===== src/rtl/pack_pkg.sv =====
// -----------------------------------------------------------------------------
// pack_pkg
// Shared constants and types for the 2-bit wire-packing sequencer.
//   LANES      operand words collected per frame
//   WORD_W     sorted / packed word width (LANES*SLICE_W == WORD_W)
//   SLICE_W    bits per slice
//   NUM_SLICES number of slices in one word
//   IDX_W      width of a slice index
//   LANE_W     width of a lane index
//   pack_state_t  controller state (LOAD collects lanes, DRAIN emits slices)
//   word_t        one operand / packed word
// -----------------------------------------------------------------------------
package pack_pkg;

  localparam int LANES      = 16;
  localparam int WORD_W     = 32;
  localparam int SLICE_W    = 2;
  localparam int NUM_SLICES = WORD_W / SLICE_W;
  localparam int IDX_W      = $clog2(NUM_SLICES);
  localparam int LANE_W     = $clog2(LANES);

  typedef enum logic [0:0] {
    LOAD  = 1'b0,
    DRAIN = 1'b1
  } pack_state_t;

  typedef logic [WORD_W-1:0] word_t;

endpackage


===== src/rtl/pack_slice_mux.sv =====
// -----------------------------------------------------------------------------
// pack_slice_mux
// Combinational bit-slice packer. For the selected slice k, lane j of the
// output (bits [SLICE_W*j +: SLICE_W]) is bits [SLICE_W*k +: SLICE_W] of
// operand word j, so lane 0 lands in the LSBs.
// Ports:
//   lanes_i    in   LANES x word_t   operand words of the frame
//   slice_idx  in   IDX_W            slice to extract
//   packed_o   out  word_t           packed slice word
// -----------------------------------------------------------------------------
module pack_slice_mux
  import pack_pkg::*;
(
  input  word_t            lanes_i [LANES],
  input  logic [IDX_W-1:0] slice_idx,
  output word_t            packed_o
);

  // Decode the slice index so every part-select uses constant bounds.
  always_comb begin
    packed_o = '0;
    for (int k = 0; k < NUM_SLICES; k++) begin
      if (slice_idx == IDX_W'(k)) begin
        for (int j = 0; j < LANES; j++) begin
          packed_o[j*SLICE_W +: SLICE_W] = lanes_i[j][k*SLICE_W +: SLICE_W];
        end
      end
    end
  end

endmodule


===== src/rtl/pack_stream_ctrl.sv =====
// -----------------------------------------------------------------------------
// pack_stream_ctrl
// Sequencer between the sorter and the BitBlade PE array. Collects LANES
// sorted operand words (one per accepted beat), then streams the packed
// bit-slice words, one per output handshake.
// Optional feature macro: PACK_FRAME_CNT_EN adds a 16-bit completed-frame
// counter on output frame_cnt (wraps at 16'hFFFF).
// Ports:
//   clk            in   1       clock, rising edge
//   reset          in   1       synchronous, active-high
//   cfg_slices_m1  in   IDX_W   slices to emit minus 1, latched on lane 0
//   in_valid       in   1       sorted word valid
//   in_ready       out  1       controller can accept a word (LOAD only)
//   in_data        in   WORD_W  sorted operand word, lane = arrival order
//   out_valid      out  1       packed word valid
//   out_ready      in   1       consumer accepts
//   out_data       out  WORD_W  packed slice word
//   out_slice_idx  out  IDX_W   slice index of out_data
//   out_last       out  1       out_data is the frame's final slice
//   busy           out  1       partial load or drain in progress
//   frame_done     out  1       pulse the cycle after the final handshake
//   frame_cnt      out  16      completed frames (PACK_FRAME_CNT_EN only)
// -----------------------------------------------------------------------------
module pack_stream_ctrl
  import pack_pkg::*;
(
  input  logic             clk,
  input  logic             reset,
  input  logic [IDX_W-1:0] cfg_slices_m1,
  input  logic             in_valid,
  output logic             in_ready,
  input  word_t            in_data,
  output logic             out_valid,
  input  logic             out_ready,
  output word_t            out_data,
  output logic [IDX_W-1:0] out_slice_idx,
  output logic             out_last,
  output logic             busy,
  output logic             frame_done
`ifdef PACK_FRAME_CNT_EN
  ,
  output logic [15:0]      frame_cnt
`endif
);

  pack_state_t       state_q, state_d;
  logic [LANE_W-1:0] lane_cnt_q, lane_cnt_d;
  logic [IDX_W-1:0]  slice_cnt_q, slice_cnt_d;
  logic [IDX_W-1:0]  slices_m1_q, slices_m1_d;
  logic              out_valid_q, out_valid_d;
  word_t             out_data_q, out_data_d;
  logic [IDX_W-1:0]  out_idx_q, out_idx_d;
  logic              out_last_q, out_last_d;
  logic              frame_done_q, frame_done_d;
  word_t             lane_buf_q [LANES];
  word_t             lane_buf_d [LANES];

  logic              in_fire;
  logic              out_fire;
  logic              last_lane;
  logic [IDX_W-1:0]  mux_sel;
  word_t             mux_word;

  assign in_ready  = (state_q == LOAD);
  assign in_fire   = in_valid & in_ready;
  assign out_fire  = out_valid_q & out_ready;
  assign last_lane = (lane_cnt_q == LANE_W'(LANES - 1));

  // Lane buffer update and mux select. The mux sees the buffer including the
  // word arriving this cycle so slice 0 is ready on the LOAD->DRAIN edge.
  always_comb begin
    lane_buf_d = lane_buf_q;
    if (in_fire) begin
      lane_buf_d[lane_cnt_q] = in_data;
    end
    mux_sel = (state_q == LOAD) ? '0 : (slice_cnt_q + IDX_W'(1));
  end

  pack_slice_mux u_slice_mux (
    .lanes_i   (lane_buf_d),
    .slice_idx (mux_sel),
    .packed_o  (mux_word)
  );

  always_comb begin
    state_d      = state_q;
    lane_cnt_d   = lane_cnt_q;
    slice_cnt_d  = slice_cnt_q;
    slices_m1_d  = slices_m1_q;
    out_valid_d  = out_valid_q;
    out_data_d   = out_data_q;
    out_idx_d    = out_idx_q;
    out_last_d   = out_last_q;
    frame_done_d = 1'b0;

    case (state_q)
      LOAD: begin
        if (in_fire) begin
          if (lane_cnt_q == '0) begin
            slices_m1_d = cfg_slices_m1;
          end
          if (last_lane) begin
            lane_cnt_d  = '0;
            slice_cnt_d = '0;
            state_d     = DRAIN;
            out_valid_d = 1'b1;
            out_data_d  = mux_word;
            out_idx_d   = '0;
            out_last_d  = (slices_m1_d == '0);
          end else begin
            lane_cnt_d = lane_cnt_q + LANE_W'(1);
          end
        end
      end
      DRAIN: begin
        if (out_fire) begin
          if (slice_cnt_q == slices_m1_q) begin
            out_valid_d  = 1'b0;
            out_last_d   = 1'b0;
            frame_done_d = 1'b1;
            state_d      = LOAD;
          end else begin
            slice_cnt_d = slice_cnt_q + IDX_W'(1);
            out_data_d  = mux_word;
            out_idx_d   = slice_cnt_q + IDX_W'(1);
            out_last_d  = ((slice_cnt_q + IDX_W'(1)) == slices_m1_q);
          end
        end
      end
      default: state_d = LOAD;
    endcase
  end

  always_ff @(posedge clk) begin
    if (reset) begin
      state_q      <= LOAD;
      lane_cnt_q   <= '0;
      slice_cnt_q  <= '0;
      slices_m1_q  <= '0;
      out_valid_q  <= 1'b0;
      out_data_q   <= '0;
      out_idx_q    <= '0;
      out_last_q   <= 1'b0;
      frame_done_q <= 1'b0;
    end else begin
      state_q      <= state_d;
      lane_cnt_q   <= lane_cnt_d;
      slice_cnt_q  <= slice_cnt_d;
      slices_m1_q  <= slices_m1_d;
      out_valid_q  <= out_valid_d;
      out_data_q   <= out_data_d;
      out_idx_q    <= out_idx_d;
      out_last_q   <= out_last_d;
      frame_done_q <= frame_done_d;
    end
  end

  // Operand storage carries no reset; stale lanes are always overwritten
  // before they can be emitted.
  always_ff @(posedge clk) begin
    lane_buf_q <= lane_buf_d;
  end

  assign out_valid     = out_valid_q;
  assign out_data      = out_data_q;
  assign out_slice_idx = out_idx_q;
  assign out_last      = out_last_q;
  assign frame_done    = frame_done_q;
  assign busy          = (state_q == DRAIN) | (lane_cnt_q != '0);

`ifdef PACK_FRAME_CNT_EN
  logic [15:0] frame_cnt_q, frame_cnt_d;

  // Counts on the same edge that raises frame_done; wraps naturally.
  always_comb begin
    frame_cnt_d = frame_cnt_q;
    if (frame_done_d) begin
      frame_cnt_d = frame_cnt_q + 16'd1;
    end
  end

  always_ff @(posedge clk) begin
    if (reset) begin
      frame_cnt_q <= '0;
    end else begin
      frame_cnt_q <= frame_cnt_d;
    end
  end

  assign frame_cnt = frame_cnt_q;
`endif

endmodule


===== config.mk =====
export PLATFORM = sky130hd
export DESIGN_NAME = pack_stream_ctrl
export DESIGN_NICKNAME = d
export VERILOG_FILES = /design/src/rtl/pack_pkg.sv /design/src/rtl/pack_slice_mux.sv /design/src/rtl/pack_stream_ctrl.sv
export SDC_FILE = /design/constraint.sdc
export NUM_CORES = 1
export LEC_CHECK = 0
export BUFFER_PORTS_ARGS = -buffer_cell sky130_fd_sc_hd__clkbuf_2
export CAP_MARGIN = 20
export CORE_MARGIN = 2
export CORE_UTILIZATION = 62
export CTS_CLUSTER_DIAMETER = 100
export DETAILED_ROUTE_END_ITERATION = 12
export GPL_ROUTABILITY_DRIVEN = 1
export PLACE_DENSITY = 0.8
export SYNTH_ARGS = -nofsm -noshare
export SYNTH_HDL_FRONTEND = slang
export SYNTH_SLANG_ARGS = --single-unit

===== constraint.sdc =====
create_clock -name clk -period 3.4 [get_ports clk]
set_input_delay 0.34 -clock clk [delete_from_list [all_inputs] [get_ports clk]]
set_output_delay 0.34 -clock clk [all_outputs]
set_load 0.005 [all_outputs]

# Yosys cells after proc, flatten, opt, wreduce, memory -nomap -nowiden
# Cells that the tools add are included.
totals:
  register_bits: 560
  latch_bits: 0
  mem_bits_rw: 0
  romBits: 0
  n_memories: 0
op_classes:
  addsub: 2
  n_mul: 0
  n_div: 0
  n_lt_le_gt_ge: 2
  n_eq_ne: 23
  shifts: 0
  mux: 51
  n_bitwise: 6
  reduce_logical: 10
ops:
  columns: ["operator", "count"]
  rows:
  - ["2-to-1 mux 32 bit", 21]
  - ["bitwise mux 512 bit", 1]
  - ["2-to-1 mux 512 bit", 1]
  - ["demux 32 bit (select 4 bit)", 1]
  - ["one-hot mux 32 bit (2 select lines)", 1]
  - ["== test 4 bit (second input constant)", 9]
  - ["2-to-1 mux 4 bit", 9]
  - ["== test 4 x 3 -> 1 bit (second input constant)", 4]
  - ["2-to-1 mux 1 bit", 13]
  - ["logical NOT 4 bit", 3]
  - ["adder 4 x 1 -> 4 bit (second input constant)", 2]
  - ["== test 4 x 2 -> 1 bit (second input constant)", 2]
  - ["== test 4 bit", 2]
  - ["inequality test 2 x 1 -> 1 bit (second input constant)", 4]
  - ["one-hot mux 4 bit (2 select lines)", 1]
  - ["AND reduction 4 bit", 2]
  - ["one-hot mux 1 bit (2 select lines)", 3]
  - ["greater-or-equal comparator 5 bit (second input constant)", 1]
  - ["less-than comparator 5 x 1 -> 1 bit (second input constant)", 1]
  - ["inverter 4 -> 5 bit", 1]
  - ["== test 4 x 1 -> 1 bit (second input constant)", 1]
  - ["nonzero test 4 bit", 1]
  - ["AND reduction 3 bit", 1]
  - ["OR reduction 3 bit", 1]
  - ["other kinds (6)", 8]

# Longest topological paths before layout
# Gate-level depths: netlist (run 1).
logic_depth:
  ltp_word: 26
  ltp_mapped: 13
  mapped_depth_nobuf: 9

# Cells and area by module
# From an unflattened synthesis (run 1), not the netlist that was laid out.
unflattened:
  hier_cells: 2177
  area_unflattened_um2: 24228.2
by_module_without_submodules:
  columns: ["module", "n_inst", "cells_per_inst", "area_per_inst_um2"]
  rows:
  - ["pack_stream_ctrl", 1, 1440, 18954.4]
  - ["pack_slice_mux", 1, 737, 5273.8]

# Worst setup path after synthesis (run 1)
# Ideal clock, no wire load.
synth_path:
  path_kind: "flip-flop to flip-flop"
  startpoint: "reg out_slice_idx[0] (netlist name)"
  endpoint: "reg out_data_q[11] (netlist: out_data[11])"
  setup_ps: 127
  t_arrival_ps: 2497
  required_time_ps: 3273
  setup_slack_ps: 775
  path_stages_with_launch: 13
  synth_period_minus_slack_ps: 2625
  cell_sequence: "dfxtp_1 > ha_1 > buf_2 > and2_1 > buf_6 > and2_1 > buf_6 > and3_1 > buf_4 > a22oi_1 > nand2_1 > or4_1 > o2bb2ai_1"
synth_lines:
  columns: ["item", "line_no", "source"]
  rows:
  - ["end signal, assigned", "pack_stream_ctrl.sv:151", "out_data_q <= out_data_d;"]
  - ["end, declared", "pack_stream_ctrl.sv:51", "word_t out_data_q, out_data_d;"]

==> summary.md, run 1 <==
| Metric | Value |
|---|---|
| Core ar. | 0.0375 mm² |
| Syn Nets | 2294 |
| Final Max Tran Viols | 0 |
| Final hold vios | 0 |
| Drt wl/cell | 26.8 µm |
| Multi-input gate area | 0.0114 mm² |
| Maximum clock frequency | 0.309 GHz |
| Critical path data arrival time | 3.73 ns |
| Endpoint class of the critical path | register |
| Pwr Density | 554 mW/mm² |
| Synthesized cell area | 0.0235 mm² |
| Global-route wire length before repair | 115000 µm |
| CTS Root Cell | clkbuf_16 |
| Startpoint class of the critical path | register |
| Worst hold stages | 2 |
| Grt ovf | 0 |
| FF/Latch Area | 0.0112 mm² |
| Ys Warns | 0 |
| Critical path class | reg2reg |
| Mean area per synthesized cell | 10.5 µm² |
| R2R cell count | 10 |
| Worst Path Max Fanout | 14 |
| Core Util, Final | 0.711 |
| Largest net degree at the start of global routing | 45 |
| Worst-Skew Late Latency | 0.61 ns |
| Worst Max-Slew Pin Slew | 1.19 ns |
| Port bufs | 80 |
| Clk_skew | 0.0236 ns |
| N_diodes | 0 |
| Clock H-tree levels | 2 |
| DP Wirelength | 51000 µm |
| Async SR Flop Fraction | 0 |
| Synth cell count leaders | dfxtp_1 (560), mux2_2 (420), nand2_1 (196), nand3_1 (132), a21oi_1 (97) |
| Share of layout cells above drive strength 1 | 0.333 |
| Vias | 19307 |
| Slew margin rel. | 0.207 |
| Final net count | 2362 |
| Post-synth cell types | 95 |
| Antenna violations before repair | 0 |
| I/O Pins | 81 |
| DIE HEIGHT | 199 µm |
| Fillers | 2773 |
| Layout area overhead | 13.4% |
| Unrepaired setup endpoints after global routing | no |
| Cell with the most instances after synthesis | dfxtp_1 |
| Total GRT Usage | 0.390 |
| Status | finished clean |
| Final hold slack | 0.0610 ns |
| DR vias/cell | 6.72 |
| #FFs+latches synth | 560 |
| Die area | 0.0395 mm² |
| Vias in the first global route | 19298 |
| Post-synth top area cell | dfxtp_1 |
| Drt first pass iters | 5 |
| Num CTS Buffers | 56 |
| Final worst path period need | 3.24 ns |
| Effective utilization at floorplan | 0.627 |
| Finish-stage setup viols | 0 |
| Leak | 11.0 nW |
| VDD IR-drop max | 438 µV |
| Top_reg_cell synth | dfxtp_1 |
| Drc violations | 0 |
| Placer congestion estimate | 0.893 |
| Synth area leaders | dfxtp_1 (48%), mux2_2 (20%), nand2_1 (3.1%) |
| Post-synthesis cell count | 2249 |
| Top-area cell type share of the netlist area | 0.477 |
| Crit share post-route | 0.953 |
| Number of flops mapped to enable cells by yosys | 0 |
| CTS max path bufs | 3 |
| Num rows | 71 |
| Clk sink count | 560 |
| Drt first-iter violations | 1770 |
| Reg clk slew, reported paths | 0.06 ns |
| Hold Crit Class | in2reg |
| ANT nets after route | 0 |
| Max cap viols | 0 |
| Routed WL | 77200 µm |
| Chip width | 199 µm |
| WP data required | 3.89 ns |
| Final TNS setup | 0 ns |
| Post-synthesis sequential area ratio | 0.477 |
| CTS tree | done |
==> critical path: stages, from the launching register on <==
cell,delay (ns)
dfxtp_1,0.56
nand2_2,0.16
buf_4,0.25
nor2_2,0.43
mux2_2,0.40
a2111oi_0,0.42
buf_1,0.25
buf_4,0.15
and4_1,0.20
a21o_1,0.20
a21oi_1,0.11
==> power breakdown <==
part | internal, mW | switching (mW) | total [mW]
clock | 3.51 | 2.61 | 6.12
sequential | 7.19 | 0.155 | 7.34
combinational | 0.564 | 0.755 | 1.32
total | 11.3 | 3.52 | 14.8
==> cell families (layout without fill, tap and decap cells) <==
| logic type | Yosys count | in the layout | synth area share |
|---|---|---|---|
| adder cells (fa/ha/maj) | 5 | 5 | 0.00266 |
| AND/OR/NAND/NOR | 518 | 518 | 0.110 |
| flip-flops | 560 | 560 | 0.477 |
| buffers and inverters | 224 | 339 | 0.0447 |
| multiplexers | 442 | 442 | 0.211 |
| AO/OA/AOI/OAI | 491 | 491 | 0.152 |
| XOR/XNOR | 9 | 9 | 0.00335 |
==> placed cells by master, fill, tap and decap left out, drive strengths merged, types with 7 or more instances in the layout <==
master	n
inv	27
and4	17
o2111ai	8
a21oi	99
nand3	132
mux2i	20
mux2	422
nand4	19
and3	10
o211ai	9
dfxtp	560
o221a	19
o21ai	105
a21o	11
nand2b	8
o41a	8
a311oi	10
a221oi	14
buf	123
a22o	10
o22a	11
nor2b	7
o22ai	23
nor2	48
nor3	37
a22oi	32
a32oi	20
a2111oi	29
clkbuf	168
and2	12
o21a	12
clkinv	15
a211oi	7
nand2	201
==> layer usage <==
| metal | global-route usage | vias up | wire length [µm] |
|---|---|---|---|
| met2 | 0.628 | 1092 | 35200 |
| met4 | 0.209 | 0 | 4380 |
| li1 | - | 8393 | - |
| met5 | 0.00128 | - | 0 |
| met1 | 0.491 | 9544 | 30000 |
| met3 | 0.0805 | 278 | 7610 |
==> final cells by class <==
cell class	instances	share of cell area
multi-input cells	1465	0.427
flip-flops and latches	560	0.421
clock buffers	88	0.0624
repair buffers	207	0.0571
well taps	511	0.0240
clock inverters	17	0.00563
inverters	27	0.00380
==> sequential cells by signal, summed over array words and instances (netlist names) <==
register       cells
lane_buf_q       512
out_data          32
lane_cnt_q         4
out_slice_idx      4
slices_m1_q        4
frame_done         1
out_last           1
out_valid          1
state_q            1
==> metrics by stage <==
| stage | setup slack, ns | cell area (µm²) | std cells | power [mW] |
|---|---|---|---|---|
| 6_report | 0.161 | 26700 | 2875 | 14.8 |
| 5_1_grt | 0.0251 | 26700 | 2875 | 15.2 |
| 4_1_cts | 0.0295 | 26600 | 2875 | 14.7 |
| 3_5_place_dp | -0.243 | 24800 | 2766 | 8.75 |
| 3_3_place_gp | -0.330 | 24800 | 2765 | 8.64 |
| 2_1_floorplan | 0.775 | 23500 | 2249 | 8.27 |
==> final timing paths <==
path                                    from                   endpoint  slack (ns)
setup / recovery  lane_cnt_q[2]$_SDFFE_PP0P_  out_data[31]$_SDFFE_PP0P_        0.16
setup reg to reg  lane_cnt_q[2]$_SDFFE_PP0P_  out_data[31]$_SDFFE_PP0P_        0.16
hold reg to reg      lane_buf_q[501]$_DFF_P_    lane_buf_q[501]$_DFF_P_        0.45
hold / removal                   in_data[15]     lane_buf_q[79]$_DFF_P_        0.06
==> what timing repair did <==
action                                  4_1_cts  5_1_grt
endpoints found under the setup margin        2       11
hold buffers                                  4        0
resized for setup                             3       10
setup buffers                                 0        0
hold endpoints to repair                      4        0
Power figures use the tool's default switching activity.
==> inputs of run 2 (changes only) <==
- SETUP_SLACK_MARGIN: default -> 0.5
==> summary.md, run 2 (synthesized netlist as in run 1, its figures left out) <==
| Metric | Value |
|---|---|
| Status | finished clean |
| Reg clk slew, reported paths | 0.06 ns |
| DIE HEIGHT | 199 µm |
| Core Util, Final | 0.736 |
| Num CTS Buffers | 56 |
| Critical path class | reg2reg |
| Largest net degree at the start of global routing | 45 |
| Total power | 14.9 mW |
| Clk sink count | 560 |
| Share of layout cells above drive strength 1 | 0.365 |
| Global-route wire length before repair | 117000 µm |
| Slowest cell delay on critical path | 0.49 ns |
| I/O Pins | 81 |
| ANT nets after route | 0 |
| Most common cell after layout, fill and taps aside | dfxtp_1 |
| Placer congestion estimate | 0.893 |
| Slew margin rel. | 0.514 |
| Final net count | 2401 |
| Layout area overhead | 17.4% |
| Endpoint class of the critical path | register |
| Die area | 0.0395 mm² |
| Total GRT Usage | 0.396 |
| Vias | 19803 |
| Leak | 11.4 nW |
| Clk_skew | 0.0144 ns |
| Worst Path Max Fanout | 17 |
| Final Max Tran Viols | 0 |
| Startpoint class of the critical path | register |
| DR vias/cell | 6.79 |
| Largest Register | lane_buf_q |
| Drc violations | 0 |
| Drt first pass iters | 6 |
| Vias in the first global route | 19436 |
| Chip width | 199 µm |
| Highest-delay cell along the critical path | a2111oi_0 |
| Grt ovf | 0 |
| Cells along the critical path | buf_6 > nand2_2 > a21o_1 > buf_4 > and3_1 > a2111oi_0 > buf_4 > nand3_1 > o31ai_1 > a21oi_1 |
| Clock H-tree levels | 2 |
| Most frequent cells in the layout | dfxtp_1 (556), mux2_2 (420), nand2_1 (195), nand3_1 (132), buf_4 (121) |
| CTS Root Cell | clkbuf_16 |
| CP dominant cell by count | buf_4 |
| Worst Max-Slew Pin Slew | 0.729 ns |
| Hold Crit Class | in2reg |
| Drt wl/cell | 27.4 µm |
| Finish-stage setup viols | 0 |
| Core ar. | 0.0375 mm² |
| Critical path data arrival time | 3.37 ns |
| Worst-Skew Late Latency | 0.62 ns |
| Port bufs | 80 |
| Fillers | 2603 |
| Pwr Density | 538 mW/mm² |
| CTS max path bufs | 3 |
| Crit share post-route | 0.851 |
| Final worst path period need | 2.89 ns |
| Effective utilization at floorplan | 0.627 |
| Num rows | 71 |
| Routed WL | 79800 µm |
| Max FFs per register | 512 |
| VDD IR-drop max | 431 µV |
| Final hold vios | 0 |
| DP Wirelength | 51000 µm |
| CTS tree | done |
| WP data required | 3.88 ns |
| Max cap viols | 0 |
| Maximum clock frequency | 0.345 GHz |
| Drt first-iter violations | 1885 |
| Antenna violations before repair | 1 |
| Unrepaired setup endpoints after global routing | yes |
run 2: layer usage:
metal,vias up,wire length [µm],track usage,share of wire
li1,8490,-,-,-
met1,9738,30200,0.496,0.38
met2,1282,36300,0.634,0.46
met3,293,8340,0.0816,0.10
met4,0,4890,0.231,0.061
met5,-,0,0,0
run 2: area by class of cell:
class / instances / area [µm²] / area share
antenna: 1 / 2.50 / 0.0000907
clock buffer: 88 / 1660 / 0.0603
clock inverter: 17 / 150 / 0.00544
inverter: 27 / 101 / 0.00367
multi-input combinational: 1466 / 11800 / 0.427
sequential: 560 / 11200 / 0.406
tap: 511 / 639 / 0.0232
timing repair buffer: 245 / 2050 / 0.0744
run 2: report_power, final:
part	switching, mW	internal (mW)	total (mW)
combinational	0.780	0.603	1.38
clock	2.62	3.51	6.12
sequential	0.157	7.19	7.35
run 2: final timing paths:
check | end | cells after the start | slack [ns] | from
setup / recovery | out_data[2]$_SDFFE_PP0P_ | 10 | 0.51 | out_slice_idx[0]$_SDFFE_PP0P_
setup reg to reg | out_data[2]$_SDFFE_PP0P_ | 10 | 0.51 | out_slice_idx[0]$_SDFFE_PP0P_
hold / removal | lane_buf_q[375]$_DFF_P_ | 2 | 0.06 | in_data[23]
hold reg to reg | lane_buf_q[507]$_DFF_P_ | 2 | 0.45 | lane_buf_q[507]$_DFF_P_
run 2: per-stage QoR:
step | hold WS, ns | instances | TNS, ns | cell area, µm² | worst slack (ns)
floorplan | 0.419 | 2249 | 0 | 23500 | 0.775
detailed placement | 0.435 | 2766 | -0.243 | 24800 | -0.243
CTS | 0.0333 | 2887 | 0 | 27000 | 0.406
global placement | 0.428 | 2765 | -0.552 | 24800 | -0.330
finish | 0.0605 | 2915 | 0 | 27600 | 0.506
global route | 0.0871 | 2914 | 0 | 27600 | 0.423
run 2: repair_timing:
action / CTS / global route
buffers inserted: 10 / 25
hold buffers: 4 / 0
endpoints found under the hold margin: 4 / 0
gates cloned: 2 / 2
setup endpoints to repair: 30 / 32
pin swaps: 6 / 15
resized for setup: 56 / 76
run 2: critical path: cells and delay by family (launching register included):
family	cells	cell delay (ns)
AND/OR/NAND/NOR	3	0.48
flip-flops	1	0.40
buffers and inverters	3	0.61
AO/OA/AOI/OAI	4	1.25
